<file path="src/rtl/dcache_responder.sv">
// Direct-mapped, write-back, write-allocate L1 data cache between the MEM stage and a line-wide backing memory.
// Define DCACHE_STATS_EN to add the hit_cnt_o / miss_cnt_o statistics outputs.
module dcache_responder #(
  parameter int INDEX_W = 4,
  parameter int LINE_W  = 256,
  parameter int TAG_W   = 32 - 5 - INDEX_W
) (
  input  logic              clk_i,
  input  logic              rst_i,
  input  logic              cpu_req_i,
  input  logic              cpu_we_i,
  input  logic [31:0]       cpu_addr_i,
  input  logic [31:0]       cpu_data_i,
  output logic [31:0]       cpu_data_o,
  output logic              cpu_stall_o,
  output logic              mem_req_o,
  output logic              mem_we_o,
  output logic [31:0]       mem_addr_o,
  output logic [LINE_W-1:0] mem_data_o,
  input  logic [LINE_W-1:0] mem_data_i,
  input  logic              mem_ack_i
`ifdef DCACHE_STATS_EN
  ,
  output logic [31:0]       hit_cnt_o,
  output logic [31:0]       miss_cnt_o
`endif
);

  localparam int LINES = 1 << INDEX_W;

  localparam logic [1:0] IDLE      = 2'd0;
  localparam logic [1:0] WRITEBACK = 2'd1;
  localparam logic [1:0] ALLOCATE  = 2'd2;

  logic [1:0]         state_r;
  logic [LINES-1:0]   valid_r;
  logic [LINES-1:0]   dirty_r;
  logic [TAG_W-1:0]   tag_r  [LINES];
  logic [LINE_W-1:0]  data_r [LINES];

  logic               mem_req_r;
  logic               mem_we_r;
  logic [31:0]        mem_addr_r;
  logic [LINE_W-1:0]  mem_data_r;

  logic [INDEX_W-1:0] idx_s;
  logic [TAG_W-1:0]   tag_s;
  logic [2:0]         word_s;
  logic               idle_s;
  logic               hit_s;
  logic               ack_s;
  logic               store_hit_s;
  logic               fill_s;
  logic               wb_done_s;
  logic               unused_s;

  assign idx_s       = cpu_addr_i[5+INDEX_W-1:5];
  assign tag_s       = cpu_addr_i[31:5+INDEX_W];
  assign word_s      = cpu_addr_i[4:2];
  assign unused_s    = ^cpu_addr_i[1:0];

  assign idle_s      = (state_r == IDLE);
  assign hit_s       = cpu_req_i & valid_r[idx_s] & (tag_r[idx_s] == tag_s);
  // An ack arriving with no request outstanding is ignored.
  assign ack_s       = mem_ack_i & mem_req_r;
  assign store_hit_s = idle_s & hit_s & cpu_we_i;
  assign fill_s      = (state_r == ALLOCATE) & ack_s;
  assign wb_done_s   = (state_r == WRITEBACK) & ack_s;

  assign cpu_stall_o = ~idle_s | (cpu_req_i & ~hit_s);

  assign mem_req_o   = mem_req_r;
  assign mem_we_o    = mem_we_r;
  assign mem_addr_o  = mem_addr_r;
  assign mem_data_o  = mem_data_r;

  // Load data mux: selected word on a load hit, zero otherwise.
  always_comb begin
    cpu_data_o = 32'd0;
    if (idle_s & hit_s & ~cpu_we_i) begin
      cpu_data_o = data_r[idx_s][{word_s, 5'd0} +: 32];
    end else begin
      cpu_data_o = 32'd0;
    end
  end

  // Miss-handling FSM and registered backing-memory request.
  always_ff @(posedge clk_i or posedge rst_i) begin
    if (rst_i) begin
      state_r    <= IDLE;
      mem_req_r  <= 1'b0;
      mem_we_r   <= 1'b0;
      mem_addr_r <= 32'd0;
      mem_data_r <= {LINE_W{1'b0}};
    end else begin
      case (state_r)
        IDLE: begin
          if (cpu_req_i & ~hit_s) begin
            mem_req_r <= 1'b1;
            if (valid_r[idx_s] & dirty_r[idx_s]) begin
              state_r    <= WRITEBACK;
              mem_we_r   <= 1'b1;
              mem_addr_r <= {tag_r[idx_s], idx_s, 5'd0};
              mem_data_r <= data_r[idx_s];
            end else begin
              state_r    <= ALLOCATE;
              mem_we_r   <= 1'b0;
              mem_addr_r <= {tag_s, idx_s, 5'd0};
            end
          end
        end
        WRITEBACK: begin
          // Request stays high straight into the fill.
          if (ack_s) begin
            state_r    <= ALLOCATE;
            mem_we_r   <= 1'b0;
            mem_addr_r <= {tag_s, idx_s, 5'd0};
          end
        end
        ALLOCATE: begin
          if (ack_s) begin
            state_r   <= IDLE;
            mem_req_r <= 1'b0;
          end
        end
        default: begin
          state_r   <= IDLE;
          mem_req_r <= 1'b0;
          mem_we_r  <= 1'b0;
        end
      endcase
    end
  end

  // Line status bits: fill validates, write-back cleans, store hit dirties.
  always_ff @(posedge clk_i or posedge rst_i) begin
    if (rst_i) begin
      valid_r <= {LINES{1'b0}};
      dirty_r <= {LINES{1'b0}};
    end else if (fill_s) begin
      valid_r[idx_s] <= 1'b1;
      dirty_r[idx_s] <= 1'b0;
    end else if (wb_done_s) begin
      dirty_r[idx_s] <= 1'b0;
    end else if (store_hit_s) begin
      dirty_r[idx_s] <= 1'b1;
    end
  end

  // Tag and data storage; contents are meaningless until valid is set.
  always_ff @(posedge clk_i) begin
    if (fill_s) begin
      data_r[idx_s] <= mem_data_i;
      tag_r[idx_s]  <= tag_s;
    end else if (store_hit_s) begin
      data_r[idx_s][{word_s, 5'd0} +: 32] <= cpu_data_i;
    end
  end

`ifdef DCACHE_STATS_EN
  logic        refill_r;
  logic [31:0] hit_cnt_r;
  logic [31:0] miss_cnt_r;

  assign hit_cnt_o  = hit_cnt_r;
  assign miss_cnt_o = miss_cnt_r;

  // Access statistics; the completing hit right after a refill is not a hit.
  always_ff @(posedge clk_i or posedge rst_i) begin
    if (rst_i) begin
      refill_r   <= 1'b0;
      hit_cnt_r  <= 32'd0;
      miss_cnt_r <= 32'd0;
    end else begin
      refill_r <= fill_s;
      if (idle_s & hit_s & ~refill_r) begin
        hit_cnt_r <= hit_cnt_r + 32'd1;
      end
      if (idle_s & cpu_req_i & ~hit_s) begin
        miss_cnt_r <= miss_cnt_r + 32'd1;
      end
    end
  end
`endif

endmodule
</file>
<file path="config.mk">
export PLATFORM = sky130hd
export DESIGN_NAME = dcache_responder
export DESIGN_NICKNAME = d
export VERILOG_FILES = /design/src/rtl/dcache_responder.sv
export SDC_FILE = /design/constraint.sdc
export NUM_CORES = 2
export LEC_CHECK = 0
export CAP_MARGIN = 10
export CORE_ASPECT_RATIO = 1.2
export CORE_MARGIN = 8
export CORE_UTILIZATION = 66
export CTS_CLUSTER_DIAMETER = 30
export DETAILED_ROUTE_END_ITERATION = 16
export PLACE_DENSITY_LB_ADDON = 0.12
export SYNTH_ARGS = -nofsm -noshare
export SYNTH_HDL_FRONTEND = slang
export SYNTH_MEMORY_MAX_BITS = 65536
export SYNTH_SLANG_ARGS = --single-unit
</file>
<file path="constraint.sdc">
create_clock -name clk_i -period 24.9 [get_ports clk_i]
set_input_delay 2.49 -clock clk_i [delete_from_list [all_inputs] [get_ports clk_i]]
set_output_delay 2.49 -clock clk_i [all_outputs]
set_load 0.03 [all_outputs]
</file>
Word-level counts from Yosys, hierarchy flattened:

Memories as Yosys holds them, arrays and structs flattened.
Index checks and enable logic that the tools add are counted.

* register bits after elaboration: 324
* bits in latches: 0
* memory bits (writable): 4464
* ROM bits: 0
* input port bits: 325
* output and inout bits: 323
* word-level logic and storage cells: 592
* memories: 2

Memories
* data_r: words 16, width 256, read ports 1, clocked after Yosys merged registers in 0, wr ports 1, RTL line 39 `logic [LINE_W-1:0] data_r [LINES];`
* tag_r: words 16, width 23, read ports 1, clocked after Yosys merged registers in 0, wr ports 1, RTL line 38 `logic [TAG_W-1:0] tag_r [LINES];`

* add/subtract/negate cells: 1
* multiply operators: 0
* div/mod/pow operators: 0
* magnitude comparators: 2
* equality and inequality tests: 6
* shift-type cells: 3
* mux-type cells: 286
* bitwise operators: 276
* reduce and logical (&&, ||, !) cells: 9

Operators with widths (count)
* two-way mux 1 bit: 267
* bitwise OR 1 bit: 257
* two-way mux 256 bit: 1
* variable shift 32 x 10 -> 256 bit (first input constant): 1
* indexed part select 256 x 9 -> 32 bit: 1
* indexed part select 32 x 10 -> 256 bit: 1
* two-way mux 32 bit: 4
* case mux 32 bit (2 select lines): 1
* two-way mux 16 bit: 3
* bitwise OR 16 bit: 2
* == test 23 bit: 1
* AND 16 bit: 1
* NOT 16 bit: 1
* AND reduction 3 bit: 5
* AND 1 bit: 10
* negator 8 -> 10 bit: 1
* binary-select mux 1 bit (select 4 bit): 2
* two-way mux 2 bit: 4
* case mux 1 bit (3 select lines): 2
* case mux 2 bit (3 select lines): 1
* < comparator 4 x 5 -> 1 bit (second input constant): 1
* NOT 1 bit: 5
* demux 1 bit (select 4 bit): 1
* >= comparator 4 x 1 -> 1 bit (second input constant): 1
* 8 further kinds: 9

Logic depth before layout (Yosys ltp):

* depth in word-level cells: 10
* depth in mapped cells: 16
* gate-level depth less buffers: 9

Least setup slack after synthesis:

No wires, ideal clock.

* path kind: input -> output
* start point: input port cpu_addr_i[5]
* end point: output port cpu_data_o[27]
* arrival time: 5.932 ns
* data required time: 22.410 ns
* path slack: 16.478 ns
* stages on the path: 13
* path buffers: 8
* cells stage by stage: buf_6 > buf_4 > buf_4 > buf_2 > buf_2 > buf_2 > buf_2 > buf_1 > mux4_2 > mux4_2 > mux4_2 > nand2_1 > a21oi_1

* cells in the longest elaborated chain, start to end: 7
* elaborated cells between the ends (all ways): 11
* those cells by class: 1 x eq/ne; 1 x shift; 3 x mux; 4 x bitwise; 2 x memory

Ends and longest elaborated chain
* start, declared: RTL line 12 `input logic [31:0] cpu_addr_i,`
* parallel branches: the longest is 6 deep, another holds memory (16 x 256 bit)
* two-way mux 32 bit (*): RTL line 80 `if (idle_s & hit_s & ~cpu_we_i) begin`
* end, declared: RTL line 14 `output logic [31:0] cpu_data_o,`

Every way passes the cells marked *. The select of a mux whose other input is x is not followed.

Final worst setup path:

* start point: input port cpu_addr_i[5]
* end point: output port cpu_data_o[12]

Same word-level chain as after synthesis.

==> impl_metrics.toml <==
[synthesis]
synthDominantAreaCellType = "sky130_fd_sc_hd__edfxtp_1"
synthDistinctLibCells = 75
synth_area_per_cell_sq_um = 23.09
ys.warnings.count = 0
synth_seq_cells = 4783
synth-async-reset-ratio = 0.06669
yosys.area.top_type_share = 0.7107
synthMostInstantiatedCell = "sky130_fd_sc_hd__edfxtp_1"
post_synth_edffs = 4464
netlist_area_sq_um = 188600
sequential_fraction_of_the_synthesis_area = 0.7531
ys_top_cells_by_area = "sky130_fd_sc_hd__edfxtp_1 71%, sky130_fd_sc_hd__mux4_2 17%, sky130_fd_sc_hd__dfrtp_1 4.2%"
synth.top_cells.by_count = "4464 x sky130_fd_sc_hd__edfxtp_1, 1419 x sky130_fd_sc_hd__mux4_2, 319 x sky130_fd_sc_hd__dfrtp_1, 272 x sky130_fd_sc_hd__clkbuf_1, 245 x sky130_fd_sc_hd__mux2_2"
synth_cells = 8169
synth_top_flop_cell = "sky130_fd_sc_hd__edfxtp_1"

[critical_path]
timing.critical_path.from_type = "input port"
critPathMaxStageDelay_ps = 860
critical_path.cell_chain = "buf_16 > buf_12 > buf_4 > buf_4 > buf_4 > buf_4 > buf_4 > mux4_2 > mux4_2 > mux4_2 > nand2_1 > a21oi_1 > clkdlybuf4s50_1"
worstReg2RegStart = "tag_r[0][3]"
worst_r2r_setup_slack_ps = 18860
worst_ep_required_time_ps = 22410
endpoint_of_the_worst_register_to_register_path = "data_r[9][239]"
crit_fanout = 105
worst_path_max_delay_cell = "sky130_fd_sc_hd__buf_4"
worstSetupPathType = "input port to primary output"
reg2reg_depth = 10
critPathCaptureType = "primary output"
critical-path-top-cell-by-count = "sky130_fd_sc_hd__buf_4"
worst-endpoint-arrival_ps = 11280

[worst_hold_path]
hp-start = "valid_r[0]"
hold_path_class = "flop to flop"
holdPathEnd = "valid_r[0]"
hold-path-cell-count = 1

[sta]
final_min_period_ps = 13770
grt_setup_unrepaired = "no"
hold_viol = 0
finalSetupViolCount = 0
fmax_mhz = 72.63
final-max-slew-violation-count = 0
timing.slew.headroom = 0.09152
final.setup_skew_ps = 42.32
min_period_over_period = 0.5529
worst_hold_slack_ps = 477.2
least_margin_pin_slew_ps = 1363
finalSetupTns_ps = 0

[detailed_routing]
dr_total_vias = 100697
routed_wirelength_um = 606100
detailedRoute.firstPassIterationCount = 8
final_routed_wire_length_divided_by_cell_count_um = 44.30
detailedRoute.firstIterationViolations = 15701
remaining_drc_errors = 0
ant_nets = 0
drt-vias-per-instance = 7.359

[floorplan]
placeableCoreArea_sq_um = 285100
design.die.area_sq_um = 303200
die_height_um = 601.6
die_x_um = 504.0
initial_utilization = 0.6614
num_rows = 215
pin_count = 648

[clock_tree]
clkLatencyLatePin_ps = 970
cts_sinks = 4783
tritoncts = "done"
cts_max_path_buffers = 4
cts_setup_buffers = 0
cts.repair.resized = 0
cts-buffers-inserted = 646
clock_tree.htree_level_count = 6
clk_pin_slew_ps = 60
clock_tree.root_cell = "sky130_fd_sc_hd__clkbuf_16"
cts.hold.buffers_added = 0

[flow_run]
max_cap_viol_count = 0

[global_routing]
antenna_violations_before_repair = 118
grt_start_max_net_pins = 135
vias_in_the_first_global_route = 100686
globalRoute.totalOverflow = 0
grt_usage = 0.3956
first_pass_grt_wire_length_um = 823500

[placed_design]
place_congestion = 0.9162
numPortBuffers = 640
dp_hpwl_um = 350600

[power]
cellPowerDensity_nw_per_um2 = 86.17
fin_total_pwr_mw = 19.27
static_leakage_nw = 73.08
vdd.ir_drop.worst_mv = 0.06760

[finish]
layout-area-overhead-vs-synth_pct = 18.58
final_net_count = 9579
layout-drive-gt1-share = 0.3501
fillerInstances = 13583

[status]
status = "finished, final reports clean"
==> state kept, by name (all words and copies together) (netlist names), named ones only <==
name	flops
data_r	4096
tag_r	368
mem_data_o	256
mem_addr_o	27
valid_r	16
state_r	2
mem_req_o	1
mem_we_o	1
==> cells by family (layout without fill, tap and decap cells) <==
kind of cell | count (synthesis) | in the layout | synth area share
DFF | 4783 | 4783 | 0.7531
muxes | 2056 | 2056 | 0.2108
buffers and inverters | 563 | 2178 | 0.01419
and+or+nand+nor | 426 | 426 | 0.01077
AOI/OAI and AO/OA | 305 | 305 | 0.009434
xor gates and xnor gates | 30 | 30 | 0.001393
adders and majority gates | 5 | 5 | 0.0003317
other | 1 | 103 | 0.00001988
==> layout by cell type, fill, tap and decap left out, types with 7 or more instances in the layout <==
cell,Yosys,layout
sky130_fd_sc_hd__edfxtp_1,4464,4464
sky130_fd_sc_hd__inv_8,0,18
sky130_fd_sc_hd__a21oi_1,208,80
sky130_fd_sc_hd__mux2_1,20,20
sky130_fd_sc_hd__o21ai_0,21,21
sky130_fd_sc_hd__clkinv_1,2,53
sky130_fd_sc_hd__or2_2,18,18
sky130_fd_sc_hd__clkdlybuf4s50_1,0,633
sky130_fd_sc_hd__xor2_1,12,12
sky130_fd_sc_hd__diode_2,0,98
sky130_fd_sc_hd__mux2i_1,154,154
sky130_fd_sc_hd__clkinvlp_4,0,74
sky130_fd_sc_hd__clkinv_4,0,56
sky130_fd_sc_hd__nand2b_1,38,38
sky130_fd_sc_hd__inv_1,80,79
sky130_fd_sc_hd__inv_6,0,85
sky130_fd_sc_hd__clkinv_8,0,12
sky130_fd_sc_hd__a211oi_1,7,7
sky130_fd_sc_hd__nand2_1,161,158
sky130_fd_sc_hd__bufinv_16,0,80
sky130_fd_sc_hd__mux2_2,245,245
sky130_fd_sc_hd__nand3_1,14,8
sky130_fd_sc_hd__mux2_4,218,218
sky130_fd_sc_hd__xnor2_1,18,18
sky130_fd_sc_hd__nor2_4,0,16
sky130_fd_sc_hd__nor2b_1,9,9
sky130_fd_sc_hd__clkbuf_8,0,10
sky130_fd_sc_hd__buf_12,0,9
sky130_fd_sc_hd__a31oi_1,7,7
sky130_fd_sc_hd__buf_4,30,261
sky130_fd_sc_hd__clkbuf_16,0,667
sky130_fd_sc_hd__nor3_1,13,13
sky130_fd_sc_hd__a21oi_4,0,128
sky130_fd_sc_hd__clkinv_2,0,72
sky130_fd_sc_hd__a22oi_1,19,19
sky130_fd_sc_hd__dfrtp_1,319,319
sky130_fd_sc_hd__clkbuf_1,272,63
sky130_fd_sc_hd__nor2_1,130,114
sky130_fd_sc_hd__mux4_2,1419,1419
==> where the power goes <==
group          switching (mW)  leakage [nW]  total, mW  internal [mW]
clock network            3.66          10.7       9.49           5.83
logic                   0.658          17.9      0.999          0.341
registers                   0          44.5       8.79           8.79
==> area by class of cell <==
type | count | area (sq um) | area share
flip-flops and latches | 4783 | 142000 | 0.6351
multi-input cells | 2827 | 45540 | 0.2036
clock buffers | 740 | 17070 | 0.07631
repair buffers | 908 | 8543 | 0.03820
clock inverters | 447 | 5140 | 0.02298
well taps | 3797 | 4751 | 0.02124
inverters | 83 | 326.6 | 0.001460
diodes | 98 | 245.2 | 0.001097
==> worst max-delay path by stage <==
stage,start,slack [ps],endpoint
finish,cpu_addr_i[5],11130,cpu_data_o[12]
CTS,cpu_addr_i[5],11130,cpu_data_o[15]
detailed placement,cpu_addr_i[5],11220,cpu_data_o[13]
global route,cpu_addr_i[5],10620,cpu_data_o[12]
global placement,cpu_addr_i[5],11210,cpu_data_o[13]
floorplan,rst_i,13580,async pin
==> metrics by stage <==
| step | utilization | cells | setup slack [ps] | cell area [sq um] |
|---|---|---|---|---|
| after floorplan | - | 8173 | 13580 | 188600 |
| after global placement | 0.7054 | 12392 | 11210 | 201100 |
| after detailed placement | 0.7054 | 12392 | 11220 | 201100 |
| after CTS | 0.7833 | 13579 | 11130 | 223400 |
| after global routing | 0.7836 | 13601 | 10620 | 223400 |
| final | 0.7843 | 13683 | 11130 | 223600 |
==> routing by layer <==
metal	up-vias	global-route usage	wire, um
li1	36963	-	-
met1	51962	0.4806	184300
met2	9616	0.5716	270500
met3	2071	0.1627	93420
met4	85	0.2984	57190
met5	-	0.006467	761
==> critical path: cells and delay by family <==
family	cells	cell delay, ps
buffers and inverters	8	5870
multiplexers	3	1860
AND/OR/NAND/NOR	1	420
AO/OA/AOI/OAI	1	270
Power figures use the tool's default switching activity.
